## src/rtl/imuldiv_three_mul_resp_serializer_pkg.sv

```systemverilog
// imuldiv_three_mul_resp_serializer_pkg: shared sizes and serializer state encodings
package imuldiv_three_mul_resp_serializer_pkg;
   localparam int RESP_W    = 96;
   localparam int WORD_W    = 32;
   localparam int NUM_WORDS = 3;
   localparam int IDX_W     = 2;
   typedef enum logic [1:0] {
      IMULDIV_SER_IDLE  = 2'd0,
      IMULDIV_SER_SEND0 = 2'd1,
      IMULDIV_SER_SEND1 = 2'd2,
      IMULDIV_SER_SEND2 = 2'd3
   } ser_state_e;
endpackage

```

## src/rtl/imuldiv_three_mul_resp_serializer_ctrl.sv

```systemverilog
// imuldiv_three_mul_resp_serializer_ctrl: word-sequencing FSM with val/rdy handshakes and idx/last
module imuldiv_three_mul_resp_serializer_ctrl
   import imuldiv_three_mul_resp_serializer_pkg::*;
#(
   parameter bit LSW_FIRST = 1'b1
) (
   input  logic             clk,
   input  logic             reset,
   input  logic             resp_val,
   input  logic             out_rdy,
   output logic             resp_rdy,
   output logic             load,
   output logic             out_val,
   output logic [IDX_W-1:0] out_idx,
   output logic             out_last
);
   ser_state_e       state, nxt;
   logic             fire;
   logic [IDX_W-1:0] k;
   always_ff @(posedge clk) begin
      if (reset) state <= IMULDIV_SER_IDLE;
      else       state <= nxt;
   end
   // Accepting while the last word leaves is what keeps the stream bubble-free.
   always_comb begin
      resp_rdy = !reset && (state == IMULDIV_SER_IDLE || (state == IMULDIV_SER_SEND2 && out_rdy));
      load     = resp_val && resp_rdy;
      out_val  = !reset && state != IMULDIV_SER_IDLE;
      fire     = out_val && out_rdy;
      k        = state == IMULDIV_SER_SEND0 ? 2'd0 : state == IMULDIV_SER_SEND1 ? 2'd1 : 2'd2;
      out_idx  = !out_val ? '0 : LSW_FIRST ? k : IDX_W'(NUM_WORDS - 1) - k;
      out_last = out_val && state == IMULDIV_SER_SEND2;
      nxt      = state == IMULDIV_SER_IDLE  ? (load ? IMULDIV_SER_SEND0 : IMULDIV_SER_IDLE) :
                 state == IMULDIV_SER_SEND0 ? (fire ? IMULDIV_SER_SEND1 : IMULDIV_SER_SEND0) :
                 state == IMULDIV_SER_SEND1 ? (fire ? IMULDIV_SER_SEND2 : IMULDIV_SER_SEND1) :
                 load ? IMULDIV_SER_SEND0 : fire ? IMULDIV_SER_IDLE : IMULDIV_SER_SEND2;
   end
endmodule

```

## src/rtl/imuldiv_three_mul_resp_serializer.sv

```systemverilog
// imuldiv_three_mul_resp_serializer: splits a 96-bit product response into three 32-bit val/rdy words
module imuldiv_three_mul_resp_serializer
   import imuldiv_three_mul_resp_serializer_pkg::*;
#(
   parameter int DATA_W    = WORD_W,
   parameter int NWORDS    = NUM_WORDS,
   parameter bit LSW_FIRST = 1'b1
) (
   input  logic              clk,
   input  logic              reset,
   input  logic [RESP_W-1:0] muldivresp_msg_result,
   input  logic              muldivresp_val,
   output logic              muldivresp_rdy,
   output logic [DATA_W-1:0] out_msg_data,
   output logic [IDX_W-1:0]  out_msg_idx,
   output logic              out_msg_last,
   output logic              out_val,
   input  logic              out_rdy
);
   logic [DATA_W*NWORDS-1:0] held;
   logic                     load;
   imuldiv_three_mul_resp_serializer_ctrl #(.LSW_FIRST(LSW_FIRST)) u_ctrl (
      .clk      (clk),
      .reset    (reset),
      .resp_val (muldivresp_val),
      .out_rdy  (out_rdy),
      .resp_rdy (muldivresp_rdy),
      .load     (load),
      .out_val  (out_val),
      .out_idx  (out_msg_idx),
      .out_last (out_msg_last)
   );
   always_ff @(posedge clk) begin
      if (reset)     held <= '0;
      else if (load) held <= muldivresp_msg_result;
   end
   // Words come only from the holding register, never straight from the input.
   always_comb begin
      out_msg_data = !out_val ? '0 :
                     out_msg_idx == 2'd0 ? held[DATA_W-1:0] :
                     out_msg_idx == 2'd1 ? held[2*DATA_W-1:DATA_W] : held[3*DATA_W-1:2*DATA_W];
   end
endmodule
```

## config.mk

```make
export PLATFORM = sky130hd
export DESIGN_NAME = imuldiv_three_mul_resp_serializer
export DESIGN_NICKNAME = d
export VERILOG_FILES = /design/src/rtl/imuldiv_three_mul_resp_serializer_pkg.sv /design/src/rtl/imuldiv_three_mul_resp_serializer_ctrl.sv /design/src/rtl/imuldiv_three_mul_resp_serializer.sv
export SDC_FILE = /design/constraint.sdc
export NUM_CORES = 1
export LEC_CHECK = 0
export ABC_AREA = 1
export CAP_MARGIN = 20
export CORE_UTILIZATION = 35
export CTS_BUF_LIST = sky130_fd_sc_hd__clkbuf_16
export DETAILED_ROUTE_END_ITERATION = 8
export MAX_ROUTING_LAYER = met4
export PLACE_DENSITY = 0.65
export RECOVER_POWER = 50
export SLEW_MARGIN = 10
export SYNTH_ARGS = -nofsm -noshare
export SYNTH_HDL_FRONTEND = slang
export SYNTH_SLANG_ARGS = --single-unit
```

## constraint.sdc

```tcl
create_clock -name clk -period 1.71 [get_ports clk]
set_input_delay 0.342 -clock clk [delete_from_list [all_inputs] [get_ports clk]]
set_output_delay 0.342 -clock clk [all_outputs]
set_load 0.02 [all_outputs]
```

### Yosys cells after proc, flatten, opt, wreduce, memory -nomap -nowiden

Index checks and enable logic that the tools add are counted.

* register bits: 98
* bits of input ports: 100
* output and inout bits: 37
* logic and storage cells: 31

* equality and inequality tests: 4
* mux-type cells: 14
* reductions and logical operators: 11

Operators with widths (count)
* 32-bit two-way mux: 3
* 2-bit two-way mux: 9
* 1-bit logical AND: 6
* 2-bit by 1-bit == test with 1-bit output (second input constant): 2
* 2-bit == test (second input constant): 2
* 2-bit logical NOT: 2
* 1-bit two-way mux: 2
* 2-bit nonzero test: 1
* 1-bit logical NOT: 1
* 1-bit logical OR: 1

### Logic depth before layout (Yosys ltp)

Gate-level depths: netlist of the first run.

* word-level depth: 9
* depth in mapped cells: 9
* mapped depth without buffers: 8

### By module

Synthesis of the first run repeated with hierarchy kept, for this count alone.

* cells, all modules: 661
* area total of the unflattened synthesis: 4757.1 um^2

By module, submodules not included
* imuldiv_three_mul_resp_serializer: instances 1, cells each 628, area an instance 4549.4 um^2, sequential area each 1921.8 um^2
* imuldiv_three_mul_resp_serializer_ctrl: instances 1, cells each 33, area an instance 207.7 um^2, sequential area each 40.0 um^2

### Worst setup path after synthesis of the first run

OpenSTA, ideal clock, no wires.

* path kind: reg2out
* from: register u_ctrl.state[0]
* to: output out_msg_data[22]
* data arrival time: 1.743 ns
* required time: 1.368 ns
* setup slack: -0.375 ns
* stages on the path, launching flop included: 7
* buffers on the path: 1
* path through: dfxtp_1 > inv_1 > ha_1 > nor2_2 > clkbuf_1 > o31ai_1 > a21oi_1

* elaborated cells on any way between the ends: 12
* classes of those cells: 3 x eq/ne; 6 x mux; 3 x reduce/logical

RTL lines
* from (decl): RTL line imuldiv_three_mul_resp_serializer_ctrl.sv:17 `ser_state_e state, nxt;`
* from (signal assigned): RTL line imuldiv_three_mul_resp_serializer_ctrl.sv:22 `else state <= nxt;`
* 2-bit nonzero test (*): RTL line imuldiv_three_mul_resp_serializer_ctrl.sv:28 `out_val = !reset && state != IMULDIV_SER_IDLE;`
* 1-bit logical AND (*): RTL line imuldiv_three_mul_resp_serializer_ctrl.sv:28
* via out_val: RTL line imuldiv_three_mul_resp_serializer.sv:17 `output logic out_val,`
* 2-bit two-way mux: RTL line imuldiv_three_mul_resp_serializer_ctrl.sv:31 `out_idx = !out_val ? '0 : LSW_FIRST ? k : IDX_W'(NUM_WORDS - 1) - k;`
* 2-bit by 1-bit == test with 1-bit output: RTL line imuldiv_three_mul_resp_serializer.sv:41 `out_msg_idx == 2'd1 ? held[2*DATA_W-1:DATA_W] : held[3*DATA_W-1:2*DATA_W];`
* 32-bit two-way mux: RTL line imuldiv_three_mul_resp_serializer.sv:41
* 32-bit two-way mux: RTL line imuldiv_three_mul_resp_serializer.sv:40 `out_msg_idx == 2'd0 ? held[DATA_W-1:0] :`
* 32-bit two-way mux (*): RTL line imuldiv_three_mul_resp_serializer.sv:39 `out_msg_data = !out_val ? '0 :`
* to (decl): RTL line imuldiv_three_mul_resp_serializer.sv:14 `output logic [DATA_W-1:0] out_msg_data,`

The timed path passes the listed nets; every way through them passes the cells marked *.

### Final worst setup path of the first run

* from: register u_ctrl.state[0]
* to: output out_msg_data[11]

* word-level cells in the longest chain between the ends: 8
* elaborated cells on any way between the ends: 12
* classes of those cells: 3 x eq/ne; 6 x mux; 3 x reduce/logical

RTL lines
* 2-bit == test: RTL line imuldiv_three_mul_resp_serializer_ctrl.sv:30 `k = state == IMULDIV_SER_SEND0 ? 2'd0 : state == IMULDIV_SER_SEND1 ? 2'd1 : 2'd2;`
* 2-bit two-way mux (2 in a row): RTL line imuldiv_three_mul_resp_serializer_ctrl.sv:30
* 2-bit two-way mux: RTL line imuldiv_three_mul_resp_serializer_ctrl.sv:31
* 2-bit by 1-bit == test with 1-bit output: RTL line imuldiv_three_mul_resp_serializer.sv:41
* 32-bit two-way mux: RTL line imuldiv_three_mul_resp_serializer.sv:41
* 32-bit two-way mux: RTL line imuldiv_three_mul_resp_serializer.sv:40
* 32-bit two-way mux (*): RTL line imuldiv_three_mul_resp_serializer.sv:39

Mark *: on every way between the ends. The rest lies on a longest branch, timed or not.

==> load_flow_metrics.sql, run 1 <==
INSERT INTO impl_metrics (metric_group, metric, value, unit) VALUES
('grt', 'grt_first_pass_wirelength', '25000', 'µm'),
('timing', 'fmaxAchievable', '437', 'MHz'),
('grt', 'grt_util_all_layers', '0.252', ''),
('synth', 'synthesis.area', '0.00447', 'mm²'),
('timing', 'maxSlewHeadroom', '0.757', ''),
('hold_path', 'worst_hold_path_type', 'primary input to flop', ''),
('timing', 'post-route-period-util', '1.34', ''),
('detailed_routing', 'drt_pre_antenna_iters', '5', ''),
('detailed_routing', 'drt_drc_violations_left', '0', ''),
('status', 'violations', 'negative setup slack', ''),
('critical_path', 'cp-startpoint', 'u_ctrl.state[0]$_SDFF_PP0_', ''),
('critical_path', 'worst_setup_path_start_kind', 'flop', ''),
('critical_path', 'cpMaxStageDelayCell', 'sky130_fd_sc_hd__dfxtp_2', ''),
('placed_design', 'place.gp.congestion', '0.835', ''),
('floorplanning', 'core-area', '0.0122', 'mm²'),
('critical_path', 'worstPathRequired', '1.37', 'ns'),
('status', 'run_status', 'complete, but fails checks', ''),
('power', 'peak_supply_drop', '0.893', 'mV'),
('floorplanning', 'die_w', '115', 'µm'),
('placed_design', 'port_buffers', '136', ''),
('grt', 'antenna_found_initial', '0', ''),
('critical_path', 'setup.reg_to_reg.worst_slack', '0.01', 'ns'),
('critical_path', 'worst-path-buf-inv', '6', ''),
('synth', 'postSynthNetCount', '718', ''),
('critical_path', 'critPathCaptureType', 'output port', ''),
('critical_path', 'critical_path.cell_chain', 'inv_4, ha_4, nor2_4, buf_6, buf_6, buf_12, clkbuf_16, o31ai_4, a21oi_2, buf_4', ''),
('power', 'power_leakage', '3.28', 'nW'),
('finish', 'diodes', '0', ''),
('critical_path', 'critPathTopFamily', 'buffers and inverters', ''),
('critical_path', 'critical-path-top-cell-by-count', 'sky130_fd_sc_hd__buf_6', ''),
('detailed_routing', 'drt-initial-drc-count', '535', ''),
('placed_design', 'place.detailed.hpwl', '9700', 'µm'),
('detailed_routing', 'detailroute.via_count', '5170', ''),
('placed_design', 'placement.setup.worst_slack', '-0.882', 'ns'),
('synth', 'synth_cell_type_count', '22', ''),
('timing', 'postLayoutSetupSlackWorst', '-0.581', 'ns'),
('finish', 'layout-drive-gt1-share', '0.302', ''),
('detailed_routing', 'totalWireLength', '17500', 'µm'),
('clocking', 'worstSkewPairLatency', '0.35', 'ns'),
('detailed_routing', 'routed_wire_length_per_instance', '18.6', 'µm'),
('critical_path', 'worstReg2RegStart', 'u_ctrl.state[1]$_SDFF_PN0_', ''),
('power', 'power_density', '1410', 'mW/mm²'),
('floorplanning', 'initial_core_util', '0.366', ''),
('timing', 'final-max-slew-violation-count', '0', ''),
('power', 'p_total', '10.8', 'mW'),
('synth', 'yosysWarningCount', '0', ''),
('synth', 'postSynthCellCount', '613', ''),
('timing', 'clock-skew-final', '0.00683', 'ns'),
('detailed_routing', 'route.detailed.vias_per_inst', '5.50', ''),
('synth', 'ys_seq_area_frac', '0.439', ''),
('critical_path', 'reg2regPathDepth', '9', ''),
('clocking', 'cts.reportedPaths.clkPinSlew', '0.07', 'ns'),
('critical_path', 'worst-path-max-fanout', '5', ''),
('timing', 'timing.final.setup_violations', '37', ''),
('critical_path', 'crit_cells', '10', ''),
('timing', 'report.final.hold_viol_count', '0', ''),
('detailed_routing', 'drt.antenna.violating_nets', '0', ''),
('timing', 'setup_repair_after_global_routing_missed_its_margin', 'true', ''),
('clocking', 'post_cts_hold_buffer_count', '0', ''),
('grt', 'grt_max_degree', '52', ''),
('finish', 'finalCoreUtilization', '0.629', ''),
('floorplanning', 'dieArea', '0.0132', 'mm²'),
('synth', 'ys_seq_elements', '98', ''),
('job', 'cap_viol_max_count', '0', ''),
('timing', 'setup_tns_after_final_layout', '-17.16', 'ns'),
('clocking', 'tritoncts', 'done', ''),
('grt', 'grt.overflow.total', '0', ''),
('floorplanning', 'design.portCount', '137', ''),
('critical_path', 'type_of_the_worst_setup_path', 'flop to output port', ''),
('timing', 'fin_crit', '2.29', 'ns'),
('synth', 'synthesized_area_divided_by_synthesized_cell_count', '7.28', 'µm²');
-- power breakdown --
group,internal [mW],total (mW),switching (mW)
clock network,1.13,2.05,0.922
logic,2.55,5.69,3.14
registers,2.73,3.05,0.320
total,6.41,10.8,4.39
-- cells in the final DEF (no fill, tap or decap), drive strengths merged, types with 8 or more instances in the layout --
cell	instances
buf	100
o21ai	34
dfxtp	98
o31ai	31
nand3	197
a21oi	34
inv	8
clkdlybuf4s50	98
nand2	139
clkbuf	15
-- repair_timing --
action / 4_1_cts / 5_1_grt
setup endpoints to repair: 47 / 115
setup buffers: 17 / 9
pin swaps: 7 / 16
cloned: 5 / 6
resized for setup: 271 / 79
-- registers in the layout, summed over array words and instances, names as in the netlist --
signal        cells
held             96
u_ctrl.state      2
-- metal layers --
metal	GRT usage	vias to the layer above	wire length [µm]
li1	-	2443	-
met1	0.322	2469	7520
met2	0.414	228	8440
met3	0.0385	30	1120
met4	0.0701	0	399
met5	-	-	0
-- kinds of logic (layout without fill, tap and decap cells) --
logic type,count (synthesis),after routing,synth area share
flops,98,98,0.439
compound gates,99,99,0.131
simple gates,341,341,0.345
buf+inv,70,229,0.0703
fa+ha+maj,5,5,0.0140
-- synthesized netlist by cell type (all sizes together) --
cell / number / share of area
nand3: 197 / 0.22
o21ai: 34 / 0.038
nor3b: 1 / 0.0017
buf: 38 / 0.043
inv: 8 / 0.0067
nand2: 139 / 0.12
o31ai: 31 / 0.052
a21oi: 34 / 0.041
ha: 5 / 0.014
dfxtp: 98 / 0.44
nand4: 2 / 0.0028
clkinv: 1 / 0.00084
nor2: 2 / 0.0022
clkbuf: 23 / 0.020
-- per-stage QoR --
stage               area [µm²]  hold slack, ns
floorplan                 4710           0.411
global placement          6320           0.451
detailed placement        6320           0.457
CTS                       7230           0.398
global route              7680           0.397
finish                    7680           0.382
-- worst min path at each step --
stage,from,to,slack (ns),depth (start not counted)
finish,muldivresp_val,held[81]$_SDFFE_PP0P_,0.38,3
global placement,held[57]$_SDFFE_PP0P_,held[57]$_SDFFE_PP0P_,0.45,2
detailed placement,held[38]$_SDFFE_PP0P_,held[38]$_SDFFE_PP0P_,0.46,2
global route,muldivresp_val,held[81]$_SDFFE_PP0P_,0.40,3
floorplan,reset,u_ctrl.state[0]$_SDFF_PP0_,0.41,1
CTS,muldivresp_val,held[81]$_SDFFE_PP0P_,0.40,3
-- area by class of cell --
| cell class | count | area, µm² | share of cell area |
|---|---|---|---|
| flip-flops and latches | 98 | 1960 | 0.256 |
| clock buffers | 9 | 225 | 0.0293 |
| inverters | 9 | 48.8 | 0.00635 |
| repair buffers | 204 | 2310 | 0.301 |
| multi-input cells | 445 | 2850 | 0.371 |
| clock inverters | 7 | 67.6 | 0.00880 |
| well taps | 168 | 210 | 0.0274 |
-- worst register-to-register path: stages (launching register included) --
cell	delay, ns
sky130_fd_sc_hd__dfxtp_2	0.33
sky130_fd_sc_hd__buf_4	0.15
sky130_fd_sc_hd__buf_6	0.12
sky130_fd_sc_hd__ha_4	0.15
sky130_fd_sc_hd__nand2_2	0.09
sky130_fd_sc_hd__nand2_1	0.08
sky130_fd_sc_hd__nand3_1	0.21
sky130_fd_sc_hd__buf_12	0.26
sky130_fd_sc_hd__nand2_1	0.09
sky130_fd_sc_hd__a21oi_1	0.15
(Power assumes the default switching activity.)
==> inputs of run 2 (changes only) <==
--- a/config.mk
+++ b/config.mk
@@ -7,9 +7,11 @@
 export LEC_CHECK = 0
 export ABC_AREA = 1
 export CAP_MARGIN = 20
+export CORE_MARGIN = 3
 export CORE_UTILIZATION = 35
 export CTS_BUF_LIST = sky130_fd_sc_hd__clkbuf_16
 export DETAILED_ROUTE_END_ITERATION = 8
+export GPL_ROUTABILITY_DRIVEN = 0
 export MAX_ROUTING_LAYER = met4
 export PLACE_DENSITY = 0.65
 export RECOVER_POWER = 50
==> load_flow_metrics.sql, run 2 (synthesis gave the netlist of run 1 again) <==
INSERT INTO impl_metrics (metric_group, metric, value, unit) VALUES
('finish', 'biggestRegsByFlops', 'held: 96 flops, u_ctrl.state: 2 flops', ''),
('clocking', 'cts_inserted_buffers', '9', ''),
('placed_design', 'post_dp_cell_area', '0.00641', 'mm²'),
('placed_design', 'port_buffers', '136', ''),
('clocking', 'cts.reportedPaths.clkPinSlew', '0.07', 'ns'),
('detailed_routing', 'route.detailed.vias_per_inst', '5.41', ''),
('finish', 'final_nets', '851', ''),
('grt', 'antenna_found_initial', '0', ''),
('power', 'power_leakage', '3.12', 'nW'),
('clocking', 'clock_path_buffers', '2', ''),
('clocking', 'worstSkewPairLatency', '0.33', 'ns'),
('critical_path', 'critPathCaptureType', 'output port', ''),
('power', 'switching_share', '0.408', ''),
('timing', 'final-max-slew-violation-count', '0', ''),
('power', 'clock_power_share', '0.178', ''),
('critical_path', 'cp-startpoint', 'u_ctrl.state[1]$_SDFF_PN0_', ''),
('timing', 'fmaxAchievable', '458', 'MHz'),
('power', 'share_comb_of_total_power', '0.524', ''),
('finish', 'regMostFlops', 'held', ''),
('critical_path', 'worst_setup_path_start_kind', 'flop', ''),
('power', 'power.net_switching', '4.17', 'mW'),
('detailed_routing', 'routed_wire_length_per_instance', '17.4', 'µm'),
('detailed_routing', 'drt-initial-drc-count', '504', ''),
('floorplanning', 'floorplan.rows', '40', ''),
('clocking', 'htree_num_levels', '3', ''),
('floorplanning', 'initial_core_util', '0.364', ''),
('power', 'cellInternalPower', '6.05', 'mW'),
('timing', 'postLayoutSetupSlackWorst', '-0.474', 'ns'),
('clocking', 'clock-root-buffer', 'sky130_fd_sc_hd__clkbuf_16', ''),
('finish', 'layout-drive-gt1-share', '0.270', ''),
('timing', 'timing.final.setup_violations', '38', ''),
('critical_path', 'worstPathRequired', '1.37', 'ns'),
('finish', 'syn2layout_area_growth', '64.7', '%'),
('finish', 'layout.cells.most_common', 'sky130_fd_sc_hd__nand3_1', ''),
('clocking', 'post_cts_hold_buffer_count', '0', ''),
('critical_path', 'arrival', '1.84', 'ns'),
('finish', 'diodes', '0', ''),
('floorplanning', 'die_w', '119', 'µm'),
('detailed_routing', 'drt_pre_antenna_iters', '6', ''),
('detailed_routing', 'detailroute.via_count', '4963', ''),
('floorplanning', 'core-area', '0.0123', 'mm²'),
('power', 'seqPwrFrac', '0.298', ''),
('grt', 'grt_first_pass_wirelength', '25300', 'µm'),
('floorplanning', 'dieArea', '0.0142', 'mm²'),
('timing', 'maxSlewHeadroom', '0.795', ''),
('floorplanning', 'design.portCount', '137', ''),
('grt', 'first_global_vias', '4974', ''),
('timing', 'clock-skew-final', '0.00558', 'ns'),
('floorplanning', 'die_y', '119', 'µm'),
('hold_path', 'worst_hold_path_type', 'primary input to flop', ''),
('timing', 'setup_repair_after_global_routing_missed_its_margin', 'true', ''),
('finish', 'post-route-cell-area', '0.00735', 'mm²'),
('power', 'peak_supply_drop', '0.678', 'mV'),
('power', 'power_density', '1390', 'mW/mm²'),
('timing', 'whs', '0.391', 'ns'),
('timing', 'max_slew.worst_pin.slew', '0.308', 'ns'),
('timing', 'fin_crit', '2.18', 'ns'),
('placed_design', 'placement.setup.worst_slack', '-0.865', 'ns'),
('critical_path', 'type_of_the_worst_setup_path', 'flop to output port', ''),
('critical_path', 'worst-path-max-fanout', '8', ''),
('clocking', 'tritoncts', 'done', ''),
('placed_design', 'place.detailed.hpwl', '10200', 'µm'),
('status', 'run_status', 'complete, but fails checks', ''),
('grt', 'grt_util_all_layers', '0.224', ''),
('detailed_routing', 'drt.antenna.violating_nets', '0', ''),
('clocking', 'tritoncts_sinks', '98', ''),
('grt', 'grt.overflow.total', '0', ''),
('critical_path', 'worstReg2RegStart', 'u_ctrl.state[0]$_SDFF_PP0_', ''),
('detailed_routing', 'totalWireLength', '16000', 'µm'),
('status', 'violations', 'negative setup slack', ''),
('grt', 'grt_max_degree', '61', ''),
('timing', 'report.final.hold_viol_count', '0', ''),
('timing', 'post-route-period-util', '1.28', ''),
('detailed_routing', 'drt_drc_violations_left', '0', ''),
('hold_path', 'timing.hold.worst.start', 'muldivresp_val', ''),
('finish', 'max_reg_flops', '96', ''),
('finish', 'commonest_non_fill_non_tap_cells_in_the_layout', '195 x sky130_fd_sc_hd__nand3_1, 118 x sky130_fd_sc_hd__nand2_1, 97 x sky130_fd_sc_hd__clkdlybuf4s50_1', ''),
('job', 'cap_viol_max_count', '0', '');
## run 2: cell types whose count changed in the layout (fill, tap and decap cells not counted), moves of 9 or more
| cell | before | now |
|---|---|---|
| sky130_fd_sc_hd__o31ai_2 | 22 | 10 |
| sky130_fd_sc_hd__o31ai_4 | 7 | 19 |
| sky130_fd_sc_hd__o21ai_1 | 7 | 24 |
| sky130_fd_sc_hd__nand2_2 | 8 | 17 |
| sky130_fd_sc_hd__buf_4 | 43 | 29 |
| sky130_fd_sc_hd__nand2_1 | 127 | 118 |
| sky130_fd_sc_hd__o21ai_4 | 10 | 0 |
## run 2: worst max-delay path, cell delays in order, from the launching register on
cell	delay (ns)
sky130_fd_sc_hd__dfxtp_2	0.32
sky130_fd_sc_hd__buf_4	0.14
sky130_fd_sc_hd__ha_2	0.22
sky130_fd_sc_hd__buf_4	0.19
sky130_fd_sc_hd__clkbuf_16	0.18
sky130_fd_sc_hd__o31ai_2	0.24
sky130_fd_sc_hd__a21oi_2	0.05
sky130_fd_sc_hd__buf_4	0.16
## run 2: cell type report
cell class / count / area (µm²)
multi-input combinational: 445 / 2840
fill: 1079 / 4910
tap: 168 / 210
clock buffer: 9 / 225
timing repair buffer: 183 / 2040
sequential: 98 / 1960
inverter: 9 / 38.8
clock inverter: 5 / 33.8
## run 2: power groups by stage
stage	Clock [mW]	Sequential [mW]	Combinational (mW)
floorplan	0	2.95	2.50
global placement	0	2.99	4.12
detailed placement	0	3.00	4.18
CTS	1.85	3.02	5.13
global route	1.93	3.09	5.70
finish	1.82	3.04	5.35
## run 2: path summary, 6_finish.rpt
check | endpoint | slack [ns] | cells after the start
hold / removal | held[92]$_SDFFE_PP0P_ | 0.39 | 3
setup reg to reg | held[74]$_SDFFE_PP0P_ | -0.01 | 9
setup / recovery | out_msg_data[14] | -0.47 | 7
hold reg to reg | held[43]$_SDFFE_PP0P_ | 0.46 | 2
## run 2: layer usage
layer | vias up | GRT usage | part of all wire
met5 | - | - | 0
met4 | 0 | 0.0623 | 0.013
met3 | 21 | 0.0394 | 0.054
met2 | 163 | 0.368 | 0.49
met1 | 2395 | 0.284 | 0.45
li1 | 2384 | - | -
## run 2: what timing repair did
action	CTS	global route
setup buffers	5	0
setup endpoints to repair	133	71
pin swaps	9	13
gates cloned	3	3
gates resized for setup	291	38
## run 2: metrics by stage
step	util	std cells	power, mW	TNS [ns]
finish	0.600	917	10.2	-14.60
global route	0.600	917	10.7	-19.87
CTS	0.584	914	9.99	-14.61
detailed placement	0.523	892	7.18	-55.27
global placement	0.523	892	7.11	-53.51
floorplan	-	613	5.45	-0.416
